**src/rtl/cam_pkg.sv**
```systemverilog
// Shared helpers for the content-addressable memory.
// Size limits, safe clog2 and a population count.
package cam_pkg;

  localparam int MAX_DEPTH = 256;
  localparam int MAX_CW    = 9;

  function automatic int clog2_safe(input int n);
    return (n <= 2) ? 1 : $clog2(n);
  endfunction

  function automatic logic [MAX_CW-1:0] popcount(
    input logic [MAX_DEPTH-1:0] v
  );
    logic [MAX_CW-1:0] c;
    c = '0;
    for (int i = 0; i < MAX_DEPTH; i++)
      c = c + MAX_CW'(v[i]);
    return c;
  endfunction

endpackage

```
**src/rtl/cam_prio_enc.sv**
```systemverilog
// Lowest-index priority encoder with any / multi flags.
// Shared by the match path and the free-slot search.
module cam_prio_enc
  import cam_pkg::*;
#(
  parameter int DEPTH = 16,
  parameter int IDXW  = 4
) (
  input  logic [DEPTH-1:0] req,
  output logic             any,
  output logic [IDXW-1:0]  idx,
  output logic             multi
);

  always_comb begin
    any   = 1'b0;
    idx   = '0;
    multi = 1'b0;
    for (int i = 0; i < DEPTH; i++) begin
      if (req[i]) begin
        if (any) begin
          multi = 1'b1;
        end else begin
          any = 1'b1;
          idx = IDXW'(i);
        end
      end
    end
  end

endmodule

```
**src/rtl/cam_array.sv**
```systemverilog
// CAM with per-entry valid/mask, explicit/auto writes,
// invalidate, and a registered one-cycle search result.
module cam_array
  import cam_pkg::*;
#(
  parameter int WIDTH   = 8,
  parameter int DEPTH   = 16,
  parameter int TERNARY = 0,
  parameter int IDXW    = clog2_safe(DEPTH)
) (
  input  logic             clk,
  input  logic             rst,
  input  logic             writeEn_i,
  input  logic             wr_auto_i,
  input  logic [IDXW-1:0]  wr_idx_i,
  input  logic [WIDTH-1:0] writedat_i,
  input  logic [WIDTH-1:0] wrmask_i,
  input  logic             inval_i,
  input  logic [IDXW-1:0]  inval_idx_i,
  input  logic             search_i,
  input  logic [WIDTH-1:0] searchn_i,
  output logic             wr_ack_o,
  output logic [IDXW-1:0]  wr_idx_o,
  output logic             full_o,
  output logic [IDXW:0]    count_o,
  output logic             match_valid_o,
  output logic             match_o,
  output logic [IDXW-1:0]  match_idx_o,
  output logic             multi_o
);

  localparam int CW = IDXW + 1;

  typedef struct packed {
    logic            hit;
    logic [IDXW-1:0] idx;
    logic            multi;
  } match_res_t;

  logic [DEPTH-1:0] valid;
  logic [DEPTH-1:0] valid_nx;
  logic [DEPTH-1:0] hit_vec;
  logic [DEPTH-1:0] wr_sel;
  logic [DEPTH-1:0] inv_sel;

  logic [WIDTH-1:0] mask_in;
  logic             in_range;
  logic             wr_go;
  logic [IDXW-1:0]  wr_tgt;
  logic [CW-1:0]    cnt_nx;

  logic             h_any;
  logic [IDXW-1:0]  h_idx;
  logic             h_multi;
  logic             f_any;
  logic [IDXW-1:0]  f_idx;
  logic             free_multi_unused;

  match_res_t       hit_res;
  match_res_t       res_q;

  // Constant-zero mask storage folds away when not ternary.
  assign mask_in  = (TERNARY != 0) ? wrmask_i : '0;
  assign in_range = int'(wr_idx_i) < DEPTH;

  assign wr_go  = writeEn_i & (wr_auto_i ? f_any : in_range);
  assign wr_tgt = wr_auto_i ? f_idx : wr_idx_i;

  for (genvar i = 0; i < DEPTH; i++) begin : g_ent
    logic [WIDTH-1:0] dat_q;
    logic [WIDTH-1:0] msk_q;

    always_ff @(posedge clk) begin
      if (wr_sel[i]) begin
        dat_q <= writedat_i;
        msk_q <= mask_in;
      end
    end

    assign wr_sel[i]  = wr_go & (wr_tgt == IDXW'(i));
    assign inv_sel[i] = inval_i & (inval_idx_i == IDXW'(i));
    assign hit_vec[i] = valid[i] &
      ~|((dat_q ^ searchn_i) & ~msk_q);
  end

  // Write is applied after invalidate, so it wins on a tie.
  assign valid_nx = (valid & ~inv_sel) | wr_sel;
  assign cnt_nx   = CW'(popcount(MAX_DEPTH'(valid_nx)));

  cam_prio_enc #(
    .DEPTH (DEPTH),
    .IDXW  (IDXW)
  ) u_hit_enc (
    .req   (hit_vec),
    .any   (h_any),
    .idx   (h_idx),
    .multi (h_multi)
  );

  cam_prio_enc #(
    .DEPTH (DEPTH),
    .IDXW  (IDXW)
  ) u_free_enc (
    .req   (~valid),
    .any   (f_any),
    .idx   (f_idx),
    .multi (free_multi_unused)
  );

  assign hit_res = '{hit: h_any, idx: h_idx, multi: h_multi};

  always_ff @(posedge clk) begin
    if (rst) begin
      valid         <= '0;
      count_o       <= '0;
      full_o        <= 1'b0;
      wr_ack_o      <= 1'b0;
      wr_idx_o      <= '0;
      match_valid_o <= 1'b0;
      res_q         <= '0;
    end else begin
      valid         <= valid_nx;
      count_o       <= cnt_nx;
      full_o        <= cnt_nx == CW'(DEPTH);
      wr_ack_o      <= wr_go;
      if (wr_go)
        wr_idx_o    <= wr_tgt;
      match_valid_o <= search_i;
      res_q         <= search_i ? hit_res : '0;
    end
  end

  assign match_o     = res_q.hit;
  assign match_idx_o = res_q.idx;
  assign multi_o     = res_q.multi;

endmodule

```
**config.mk**
```make
export PLATFORM = sky130hd
export DESIGN_NAME = cam_array
export DESIGN_NICKNAME = d
export VERILOG_FILES = /design/src/rtl/cam_pkg.sv /design/src/rtl/cam_prio_enc.sv /design/src/rtl/cam_array.sv
export SDC_FILE = /design/constraint.sdc
export NUM_CORES = 1
export LEC_CHECK = 0
export ABC_AREA = 0
export BUFFER_PORTS_ARGS = -buffer_cell sky130_fd_sc_hd__buf_4
export CORE_ASPECT_RATIO = 1.5
export CORE_MARGIN = 5
export CORE_UTILIZATION = 55
export DETAILED_ROUTE_END_ITERATION = 8
export PLACE_DENSITY = 0.74
export SYNTH_ARGS = -nofsm -noshare
export SYNTH_HDL_FRONTEND = slang
export SYNTH_SLANG_ARGS = --single-unit
```
**constraint.sdc**
```tcl
create_clock -name clk -period 16.3 [get_ports clk]
set_input_delay 0.815 -clock clk [delete_from_list [all_inputs] [get_ports clk]]
set_output_delay 0.815 -clock clk [all_outputs]
set_load 0.01 [all_outputs]
```
==> results.cfg <==
[timing]
slew_violations = 0
fmax_ghz = 0.1588
hold_viol = 0
setup_viol = 0
clock_skew_ns = 0.01351
slew_headroom = 0.3797
setup_tns_ns = 0
rsz0062_at_grt = no
worstMarginPinSlew_ns = 0.9270
fin_crit_ns = 6.299
min_period_over_period = 0.3864

[clocking]
cts.sinks = 162
cts_root_buffer = clkbuf_16
ctsLongestPathBuffers = 2
clk_pin_slew_ns = 0.07
cts_tree = done
post-cts-setup-buffers = 0
postCtsResizedCells = 0
htreeDepth = 4
clkLatencyLatePin_ns = 0.43
cts_made_buffers = 17
ctsHoldBuffers = 0

[worst_setup_path]
timing.rr.end = full_o
r2r-start = valid[0]
ff2ff_setup_slack_ns = 10.00
crit_fanout = 9
worstRegToRegCells = 19
crit_required_ns = 16.62
critPathKind = reg -> reg
slowest_stage = nor2_1
end_kind = flip-flop
critPathMostFrequentCell = fa_1
crit_chain = nand2_1 -> nor3_2 -> a32oi_1 -> a31oi_1 -> o311ai_1 -> nor2_1 -> a21oi_1 -> fa_1 -> inv_1 -> fa_1 -> fa_1 -> inv_1 -> fa_1 -> inv_1 -> ha_1 -> fa_1 -> xor2_1 -> nor3_1 -> and3_1
cp_slowest_stage_delay_ns = 0.66
startpoint_type = flip-flop
crit_start = valid[0]
arrival_ns = 6.62

[outcome]
outcome = finished clean

[run]
drv_cap = 0

[cells_and_area]
drive_gt1_frac = 0.1285
area_growth_pct = 13.04
stdcell_count = 842
fill_cells = 1003
n_antenna_cell = 0
fin_nets = 717

[logic_synthesis]
syn_inst = 621
synth_top_area_frac = 0.5013
seq_area_frac_synth = 0.5901
syn_nets = 674
syn_area_sq_um = 7667
synth_edf_count = 128
ys.flop_type = edfxtp_1
synth.distinct_cells = 55
synthTopCellsByArea = edfxtp_1 50%, xnor2_1 9.0%, dfxtp_1 8.9%
synth_commonest_cells = 128 x edfxtp_1, 79 x xnor2_1, 51 x xor2_1
synth_seq_cells = 162
yosysMostFrequentCell = edfxtp_1
yosysTopAreaCell = edfxtp_1
avgSynthCellArea_sq_um = 12.35
ys_async_sr_fraction = 0
yosysWarnings = 0

[floorplanning]
core_sq_um = 13860
ios = 56
die_y_um = 154.6
start_util = 0.5532
rows = 53
die-area_sq_um = 16450
die_w_um = 106.4

[power]
power.switching_uw = 230.6
powerDensity_nw_per_um2 = 107.3
clkPwrFrac = 0.426
p_int_uw = 699.5
p_leak_uw = 0.003055
seqPwrFrac = 0.491
p_comb_frac = 0.083
ir_drop_v = 0.00006659
swShare = 0.2480

[global_route]
grt_max_degree = 28
grt_pass1_wl_um = 27910
grt_pass1_vias = 5371
antenna_found_initial = 0
grt_remaining_overflow = 0
grt.total_usage = 0.2272

[hold_path]
hold_path_depth = 2
hold_class = reg -> reg
min-delay-start = wr_idx_o[3]
holdPathEnd = wr_idx_o[3]

[routing]
drt-vias-per-instance = 6.102
vias = 5138
ant_nets = 0
wl_met1_um = 6521
wire_per_inst_um = 21.59
drt_iter0_drc = 290
routed.top_layer = met4
dr.pass1.iters = 5
wl_met2_um = 9702
drc = 0
wirelength_um = 18180
dr_wl_met3_um = 1195

[place]
hpwl_um = 12370
io_buffers = 47
gp_congestion = 0.9209
dp.cells = 810
power by group through the flow:
stage	combinational (uW)	sequential (uW)	clock, uW
2_1_floorplan	48.4	466	0
3_3_place_gp	74.2	466	0
3_5_place_dp	76.5	466	0
4_1_cts	77.2	457	399
5_1_grt	83.6	457	417
6_report	77.1	457	396
metal layers:
layer  global-route usage  vias to the layer above
met5                    0                        -
met2               0.4031                      240
met4               0.1210                        0
met1               0.2485                     2529
li1                     -                     2293
met3              0.05470                       76
critical path, delay by kind of cell (launching register included):
kind	cells	cell delay, ns
XOR/XNOR	1	0.22
flip-flops	1	0.48
AO/OA/AOI/OAI	4	1.15
adder cells (fa/ha/maj)	6	2.73
AND/OR/NAND/NOR	5	1.46
buffers and inverters	3	0.16
how the worst max path moves through the flow:
stage	end	slack [ns]	cells after the start
finish	full_o	10.00	19
global route	full_o	9.76	19
CTS	full_o	10.12	19
detailed placement	full_o	10.21	19
global placement	full_o	10.30	19
floorplan	full_o	10.86	18
state kept, by name (all words and copies together) (netlist names):
register	cells
match_o	1
count_o	5
wr_idx_o	4
match_idx_o	4
g_ent.dat_q	128
valid	16
match_valid_o	1
multi_o	1
full_o	1
wr_ack_o	1
cells in the final DEF (no fill, tap or decap), drive strengths merged, types with 10 or more instances in the layout:
cell type and count:
a21oi 18, buf 47, clkbuf 19, dfxtp 34, edfxtp 128, fa 10
inv 34, nand2 35, nand3 18, nand4 21, nor2 46, nor2b 15
nor3 20, o21ai 21, xnor2 79, xor2 51
logic make-up (layout without fill, tap and decap cells):
family | Yosys count | count (layout) | share of synthesized area
and+or+nand+nor | 197 | 197 | 0.1351
DFF | 162 | 162 | 0.5901
xor gates and xnor gates | 130 | 130 | 0.1485
AOI/OAI and AO/OA | 70 | 70 | 0.05875
buffers and inverters | 45 | 101 | 0.03068
adders and majority gates | 16 | 16 | 0.03557
muxes | 1 | 1 | 0.001306
area by class of cell:
type                            count  area (sq um)  area share
Clock buffer                       19         464.2     0.05356
Clock inverter                     13         128.9     0.01487
Inverter                           22         82.58    0.009528
Multi-Input combinational cell    414          2908      0.3355
Sequential cell                   162          4524      0.5220
Tap cell                          165         206.4     0.02382
Timing Repair Buffer               47         352.8     0.04071
stage by stage:
stage	hold WS (ns)	setup slack, ns	cell area [sq um]	total power [uW]	utilization
after floorplan	0.4762	10.86	7667	514.4	-
after global placement	0.4472	10.30	8074	539.8	0.5826
after detailed placement	0.4531	10.21	8074	542.5	0.5826
after CTS	0.4663	10.12	8667	933.2	0.6254
after global routing	0.4823	9.757	8667	958.0	0.6254
final	0.4669	10.00	8667	930.1	0.6254
No activity file was read; power rests on OpenSTA's default activity.
